## config.mk

```make
export PLATFORM = sky130hd
export DESIGN_NAME = logic_result_stage_flat
export DESIGN_NICKNAME = d
export VERILOG_FILES = /design/src/rtl/logic_result_stage_if.sv /design/src/rtl/logic_result_stage.sv /design/src/flat_wrapper.sv
export SDC_FILE = /design/constraint.sdc
export NUM_CORES = 1
export LEC_CHECK = 0
export BUFFER_PORTS_ARGS = -buffer_cell sky130_fd_sc_hd__buf_2
export CAP_MARGIN = 20
export CORE_MARGIN = 2
export CORE_UTILIZATION = 49
export DETAILED_ROUTE_END_ITERATION = 16
export PLACE_DENSITY = 0.7
export RECOVER_POWER = 50
export SYNTH_ARGS = -nofsm -noshare
export SYNTH_HDL_FRONTEND = slang
export SYNTH_SLANG_ARGS = --single-unit
```

## constraint.sdc

```tcl
create_clock -name clk -period 5 [get_ports clk]
set_clock_uncertainty 0.05 [all_clocks]
set_input_delay 0.5 -clock clk [delete_from_list [all_inputs] [get_ports clk]]
set_output_delay 0.5 -clock clk [all_outputs]
set_load 0.05 [all_outputs]
```

## src/rtl/logic_result_stage_if.sv

```systemverilog
// Handshake and result bus of the ALU bitwise-logic stage.
// master drives operations and consumes results; slave is the stage itself.
interface logic_result_stage_if #(
    parameter int unsigned w = 64
);
    logic         in_valid;
    logic         in_ready;
    logic [1:0]   op;
    logic [w-1:0] in_0;
    logic [w-1:0] in_1;
    logic         out_valid;
    logic         out_ready;
    logic [w-1:0] result;
    logic         zero;
    logic         neg;
    logic         parity;

    modport master (
        output in_valid, op, in_0, in_1, out_ready,
        input  in_ready, out_valid, result, zero, neg, parity
    );

    modport slave (
        input  in_valid, op, in_0, in_1, out_ready,
        output in_ready, out_valid, result, zero, neg, parity
    );
endinterface

```

## src/rtl/logic_result_stage.sv

```systemverilog
// Registered AND/OR/XOR/NOT stage with zero/neg/parity flags and a
// 2-entry output FIFO; the outputs always present the head entry.
module logic_result_stage #(
    parameter int unsigned w = 64
) (
    input logic                  clk,
    input logic                  rst_n,
    logic_result_stage_if.slave  bus
);
    typedef enum logic [1:0] {
        EMPTY = 2'd0,
        ONE   = 2'd1,
        FULL  = 2'd2
    } state_t;

    typedef struct packed {
        logic [w-1:0] result;
        logic         zero;
        logic         neg;
        logic         parity;
    } entry_t;

    state_t       state_q, state_d;
    logic         wr_ptr_q, wr_ptr_d;
    logic         rd_ptr_q, rd_ptr_d;
    entry_t       mem_q [2];
    entry_t       head_q, head_d;
    entry_t       new_c;
    logic [w-1:0] res_c;
    logic         push_c;
    logic         pop_c;

    function automatic logic [w-1:0] xor_wordgate(input logic [w-1:0] a,
                                                  input logic [w-1:0] b);
        return a ^ b;
    endfunction

    // Operation and flags, computed at push time and stored with the entry
    always_comb begin
        res_c = '0;
        case (bus.op)
            2'b00:   res_c = bus.in_0 & bus.in_1;
            2'b01:   res_c = bus.in_0 | bus.in_1;
            2'b10:   res_c = xor_wordgate(bus.in_0, bus.in_1);
            default: res_c = ~bus.in_0;
        endcase
        new_c.result = res_c;
        new_c.zero   = ~|res_c;
        new_c.neg    = res_c[w-1];
        new_c.parity = ^res_c;
    end

    assign bus.in_ready  = rst_n && (state_q != FULL);
    assign bus.out_valid = (state_q != EMPTY);
    assign bus.result    = head_q.result;
    assign bus.zero      = head_q.zero;
    assign bus.neg       = head_q.neg;
    assign bus.parity    = head_q.parity;

    assign push_c = bus.in_valid && bus.in_ready;
    assign pop_c  = (state_q != EMPTY) && bus.out_ready;

    // Next state, pointers and the head entry shown in the next cycle
    always_comb begin
        state_d  = state_q;
        wr_ptr_d = wr_ptr_q;
        rd_ptr_d = rd_ptr_q;
        head_d   = head_q;

        if (push_c) wr_ptr_d = ~wr_ptr_q;
        if (pop_c)  rd_ptr_d = ~rd_ptr_q;

        case (state_q)
            EMPTY: if (push_c) state_d = ONE;
            ONE: begin
                if (push_c && !pop_c)      state_d = FULL;
                else if (pop_c && !push_c) state_d = EMPTY;
            end
            FULL:    if (pop_c) state_d = ONE;
            default: state_d = EMPTY;
        endcase

        // An empty buffer keeps showing the last popped entry
        if (state_d != EMPTY) begin
            if (push_c && (rd_ptr_d == wr_ptr_q)) head_d = new_c;
            else                                  head_d = mem_q[rd_ptr_d];
        end
    end

    always_ff @(posedge clk or negedge rst_n) begin
        if (!rst_n) begin
            state_q  <= EMPTY;
            wr_ptr_q <= 1'b0;
            rd_ptr_q <= 1'b0;
            mem_q[0] <= '0;
            mem_q[1] <= '0;
            head_q   <= '0;
        end else begin
            state_q  <= state_d;
            wr_ptr_q <= wr_ptr_d;
            rd_ptr_q <= rd_ptr_d;
            head_q   <= head_d;
            if (push_c) mem_q[wr_ptr_q] <= new_c;
        end
    end
endmodule

```

## src/flat_wrapper.sv

```systemverilog
// flat-port wrapper written by rule: the top's interface ports become plain ports
module logic_result_stage_flat 
#(
    parameter int unsigned w = 64
)
  (clk, rst_n, bus_in_valid, bus_op, bus_in_0, bus_in_1, bus_out_ready, bus_in_ready, bus_out_valid, bus_result, bus_zero, bus_neg, bus_parity);
  logic_result_stage_if #(.w(w)) bus_i ();
  input logic clk;
  input logic rst_n;
  input wire logic [$bits(bus_i.in_valid)-1:0] bus_in_valid;
  input wire logic [$bits(bus_i.op)-1:0] bus_op;
  input wire logic [$bits(bus_i.in_0)-1:0] bus_in_0;
  input wire logic [$bits(bus_i.in_1)-1:0] bus_in_1;
  input wire logic [$bits(bus_i.out_ready)-1:0] bus_out_ready;
  output wire logic [$bits(bus_i.in_ready)-1:0] bus_in_ready;
  output wire logic [$bits(bus_i.out_valid)-1:0] bus_out_valid;
  output wire logic [$bits(bus_i.result)-1:0] bus_result;
  output wire logic [$bits(bus_i.zero)-1:0] bus_zero;
  output wire logic [$bits(bus_i.neg)-1:0] bus_neg;
  output wire logic [$bits(bus_i.parity)-1:0] bus_parity;
  assign bus_i.in_valid = bus_in_valid;
  assign bus_i.op = bus_op;
  assign bus_i.in_0 = bus_in_0;
  assign bus_i.in_1 = bus_in_1;
  assign bus_i.out_ready = bus_out_ready;
  assign bus_in_ready = bus_i.in_ready;
  assign bus_out_valid = bus_i.out_valid;
  assign bus_result = bus_i.result;
  assign bus_zero = bus_i.zero;
  assign bus_neg = bus_i.neg;
  assign bus_parity = bus_i.parity;
  logic_result_stage #(.w(w)) u_core (.clk(clk), .rst_n(rst_n), .bus(bus_i));
endmodule
```

# After elaboration in Yosys (flattened, before gate mapping)
# Cells that the tools add are included.
[word_totals] elab_cells=62 out_inout_bits=69 in_bits=134 ff_bits=205 memories=0 mem_bits_ro=0 latch_bits=0 ram_bits=0
[classes] mux=14 reduce_logical=16 n_bitwise=8 shifts=0 n_div=0 n_eq_ne=6 order_cmp=3 n_addsub=0 n_mul=0
[ops] operator="$mux 67" count=5
[ops] operator="$pmux 64 s3" count=1
[ops] operator="$bwmux 134" count=1
[ops] operator="$demux 67 s1" count=1
[ops] operator="$and 64x64->64" count=1
[ops] operator="$not 64->64" count=1
[ops] operator="$or 64x64->64" count=1
[ops] operator="$reduce_or 64->1" count=1
[ops] operator="$reduce_xor 64->1" count=1
[ops] operator="$xor 64x64->64" count=1
[ops] operator="$mux 2" count=4
[ops] operator="$logic_and 1x1->1" count=7
[ops] operator="$pmux 2 s3" count=1
[ops] operator="$eq 2x1->1 const B" count=2
[ops] operator="$eq 2x2->1 const B" count=2
[ops] operator="$ge 2x2->1 const B" count=2
[ops] operator="$logic_not 2->1" count=2
[ops] operator="$not 1->2" count=2
[ops] operator="$reduce_bool 2->1" count=2
[ops] operator="$logic_not 1->1" count=3
[ops] operator="$lt 2x1->1 const B" count=1
[ops] operator="$ne 2x2->1 const B" count=1
[ops] operator="$not 1->1" count=2
[ops] operator="$eq 1x1->1" count=1
[ops] operator="$mux 1" count=1

# Logic depth before layout (Yosys ltp)
[logic_depth] ltp_word=9 ltp_mapped=13 ltp_nobuf=12

# Worst setup path after synthesis
# Ideal clock, no wire load.
[synth_timing] path_kind="input -> register" start="input bus_op[0]" end="register u_core.head_q (netlist bit u_core.bus.parity)" slack_ps=2129 setup_time_ps=137 required_ps=4813 t_arrival_ps=2684 n_path_buf=3 stages=12 cell_sequence="buf_4 > buf_2 > clkbuf_1 > a211oi_1 > a21oi_1 > ha_1 > xor2_1 > xnor2_1 > xnor2_1 > xnor2_1 > xnor2_1 > a22oi_1"
[synth_between] elab_chain_len=4 word_cells_on_any_way=6 cone_classes="eq/ne (2); mux (2); reduce/logical (2)"
[synth_rtl] item="start: declaration" line_no="flat_wrapper.sv:11" source="input wire logic [$bits(bus_i.op)-1:0] bus_op;"
[synth_rtl] item="$eq 2x2->1 (tied with other cells)" line_no="logic_result_stage.sv:41" source="case (bus.op)"
[synth_rtl] item="$pmux 64 s3 *" line_no="logic_result_stage.sv:41"
[synth_rtl] item="$reduce_xor 64->1 *" line_no="logic_result_stage.sv:50" source="new_c.parity = ^res_c;"
[synth_rtl] item="$mux 67 *" line_no="logic_result_stage.sv:85" source="if (push_c && (rd_ptr_d == wr_ptr_q)) head_d = new_c;"
[synth_rtl] item="end signal: assignment" line_no="logic_result_stage.sv:97" source="head_q <= '0;"
[synth_rtl] item="end signal: assignment" line_no="logic_result_stage.sv:102" source="head_q <= head_d;"
[synth_rtl] item="end: declaration" line_no="logic_result_stage.sv:27" source="entry_t head_q, head_d;"
# Every way passes the cells marked *; elsewhere a longest branch is shown, timed or not.
# A chain may end at the register's enable or synchronous reset.

# Worst setup path after layout
[layout_timing] start="input bus_op[0]" end="register u_core.head_q (netlist bit u_core.bus.zero)"
[layout_between] elab_chain_len=5 word_cells_on_any_way=7 cone_classes="eq/ne (2); mux (2); reduce/logical (3)"
[layout_rtl] item="$eq 2x2->1 (tied with other cells)" line_no="logic_result_stage.sv:41"
[layout_rtl] item="$pmux 64 s3 *" line_no="logic_result_stage.sv:41"
[layout_rtl] item="$reduce_or 64->1 *" line_no="logic_result_stage.sv:48" source="new_c.zero = ~|res_c;"
[layout_rtl] item="$logic_not 1->1 *" line_no="logic_result_stage.sv:48"
[layout_rtl] item="$mux 67 *" line_no="logic_result_stage.sv:85"
# Marks and branches as above.

==> results.toml <==
[floorplanning]
num_rows = 62
core_um2 = 28900
dieWidth_um = 176
ios = 203
start_util_pct = 50.0
dieArea_um2 = 30900
fp.dieH_um = 176

[sta]
hold_viol = 0
fin_crit_ns = 3.92
report.final.slew_viol_count = 269
fin_ws_ns = 1.08
fin_setup_tns_ns = 0
max_freq_ghz = 0.255
setup_viol = 0
period_share_pct = 78.4
max_slew.worst_pin.slew_ns = 2.60
slew_headroom_pct = -73.3
rsz0062_at_grt = "no"

[logic_synthesis]
synth_xor_area_share_pct = 2.05
synth.area.mux_share_pct = 5.37
synth_area_leaders = "dfrtp_1 (35%), ha_1 (14%), o21ai_0 (6.7%)"
synthDominantCellAreaShare_pct = 34.9
netlist_instances = 1732
syn_nets = 2026
synth_cell_types = 35
synth_compound_area_share_pct = 23.6
syn_avg_cell_area_um2 = 8.36
yosysWarnings = 0
synth_top_area_cell = "dfrtp_1"
synth-simple-area-share_pct = 10.2
synth_top_family_by_area = "compound AO/OA/AOI/OAI gates"
ys_seq_area_share_pct = 34.9
yosys_register_bits = 202
synthAdderAreaFrac_pct = 13.8
synth_area_um2 = 14500

[min_path]
min-delay-path-class = "primary input to flip-flop"

[clock_network]
post_cts_buffers = 0
cts-root-buf = "clkbuf_16"
cts_tree = "yes"
cts_max_path_buffers = 3
clk_pin_slew_ns = 0.06
cts_resized = 0
htree_levels = 1
ctsHoldBuffers = 1
cts_buffers = 23
clkLatencyLatePin_ns = 0.53
cts_num_sinks = 202

[run_status]
violations = "max-capacitance violations, max-slew violations"
status = "complete, but fails checks"

[power_and_ir_drop]
p_leak_nw = 7.97
ir_drop_uv = 322
power_density_nw_per_um2 = 522

[global_route]
grt_max_degree = 181
grt_pass1_wl_um = 64300
grt_overflow = 0
antenna_found_initial = 0
grt_pass1_vias = 12149
grt_use_total_pct = 25.8

[worst_setup_path]
path_class = "primary input to flip-flop"
critPathSlowestCell = "clkbuf_2"
cp.buffers_inverters = 2
required_ns = 5.40
start_kind = "primary input"
crit_fanout = 88
endpoint_kind = "flip-flop"
critPathMaxStageDelay_ns = 1.16
crit_family = "buffers and inverters"
arrival_ns = 4.32
crit_chain = "clkbuf_2 > buf_4 > a211oi_1 > a21oi_1 > ha_1 > nand4_1 > nor4_1 > nand2_1 > o311ai_1 > mux2_2"

[routing]
ant_nets = 0
vias_per_cell = 5.83
avgRoutedWirePerCell_um = 17.8
drtIter0Drc = 1334
route.detailed.drc = 0
routed_wl_um = 40100
dr_total_vias = 13122
first_pass_iters = 5

[place]
dp_hpwl_um = 27300
portBuffers = 202
gp_congestion = 0.868
pre_cts_slack_ns = 1.26

[cells_and_area]
layout_commonest_cell = "nand2_1"
diodes = 0
syn_to_final_growth_pct = 12.8
final_nets = 2146
n_fill_cell = 2622
final_cell_mix = "nand2_1 (236), inv_1 (232), dfrtp_1 (201)"
drive_gt1_share_pct = 13.0

[job]
max_cap_viol_count = 2
-- path summary, 6_finish.rpt --
kind	slack, ns	from	depth (start not counted)	to
min in group asynchronous	0.41	rst_n	2	u_core.mem_q[18]$_DFFE_PN0P_
max reg2reg	1.70	u_core.state_q[1]$_DFF_PN0_	8	u_core.bus.result[37]$_DFFE_PN0P_
max	1.08	bus_op[0]	10	u_core.bus.zero$_DFFE_PN0P_
min reg2reg	0.43	u_core.mem_q[45]$_DFFE_PN0P_	2	u_core.mem_q[45]$_DFFE_PN0P_
max in group asynchronous	1.49	rst_n	3	u_core.wr_ptr_q$_DFFE_PN0P_
min	0.17	bus_out_ready	2	u_core.state_q[1]$_DFF_PN0_
-- kinds of logic (layout without fill, tap and decap cells) --
| group | Yosys count | after routing |
|---|---|---|
| adder cells (fa/ha/maj) | 160 | 160 |
| AO/OA/AOI/OAI | 553 | 553 |
| AND/OR/NAND/NOR | 383 | 383 |
| XOR/XNOR | 33 | 33 |
| multiplexers | 35 | 35 |
| buffers and inverters | 366 | 502 |
| flip-flops | 202 | 202 |
-- power by group --
part	total [mW]	switching (mW)	internal, mW
Combinational	4.21	2.90	1.31
Sequential	2.72	0.460	2.26
Clock	1.60	0.683	0.918
Total	8.53	4.04	4.49
-- synth_stat cells --
cell type	n
xor2_1	4
o311ai_1	1
mux2_2	1
ha_1	160
a21oi_1	68
inv_1	232
buf_2	38
xor2_2	1
mux4_2	34
xnor2_1	28
nor4_1	2
buf_1	9
nand3_1	3
o221ai_1	34
nor3_1	2
clkbuf_1	80
a211oi_1	30
o21ai_2	1
inv_2	1
a311oi_1	60
a211o_1	1
nor2_1	126
o21ai_1	60
a22oi_1	1
buf_4	6
nand4_1	8
and2_1	1
o21ai_0	194
a22o_1	34
o22ai_1	35
a31oi_1	34
dfrtp_1	202
nand2b_1	2
or2_2	1
nand2_1	238
-- registers in the layout, indices dropped and copies added, names as in the netlist --
register and flops:
u_core.bus.neg 1, u_core.bus.parity 1, u_core.bus.result 63, u_core.bus.zero 1, u_core.mem_q 132, u_core.rd_ptr_q 1, u_core.state_q 2, u_core.wr_ptr_q 1
-- cell type report --
type	count	area, um2	share of cell area [%]
multi-input cells	1164	8030	49.2
clock inverters	9	48.8	0.299
inverters	233	877	5.37
flip-flops and latches	202	5060	31.0
well taps	384	480	2.94
repair buffers	228	1180	7.23
clock buffers	32	659	4.04
-- metrics by stage --
step | hold slack (ns) | cell area, um2 | cells | utilization, % | total power, mW
2_1_floorplan | 0.154 | 14500 | 1732 | - | 5.84
3_3_place_gp | 0.341 | 15700 | 2208 | 54.1 | 6.82
3_5_place_dp | 0.343 | 15700 | 2208 | 54.1 | 6.96
4_1_cts | 0.157 | 16400 | 2250 | 56.6 | 8.57
5_1_grt | 0.169 | 16300 | 2252 | 56.5 | 9.11
6_report | 0.173 | 16300 | 2252 | 56.5 | 8.53
-- layer usage --
layer  vias up  global-route usage [%]  wire length (um)  part of all wire (%)
met5         -                       0                 0                     0
met1      6289                    38.9             18500                    46
li1       6245                       -                 -                     -
met2       530                    38.9             17600                    44
met3        58                    3.05              3110                   7.8
met4         0                    7.78               966                   2.4
(Power assumes the default switching activity.)
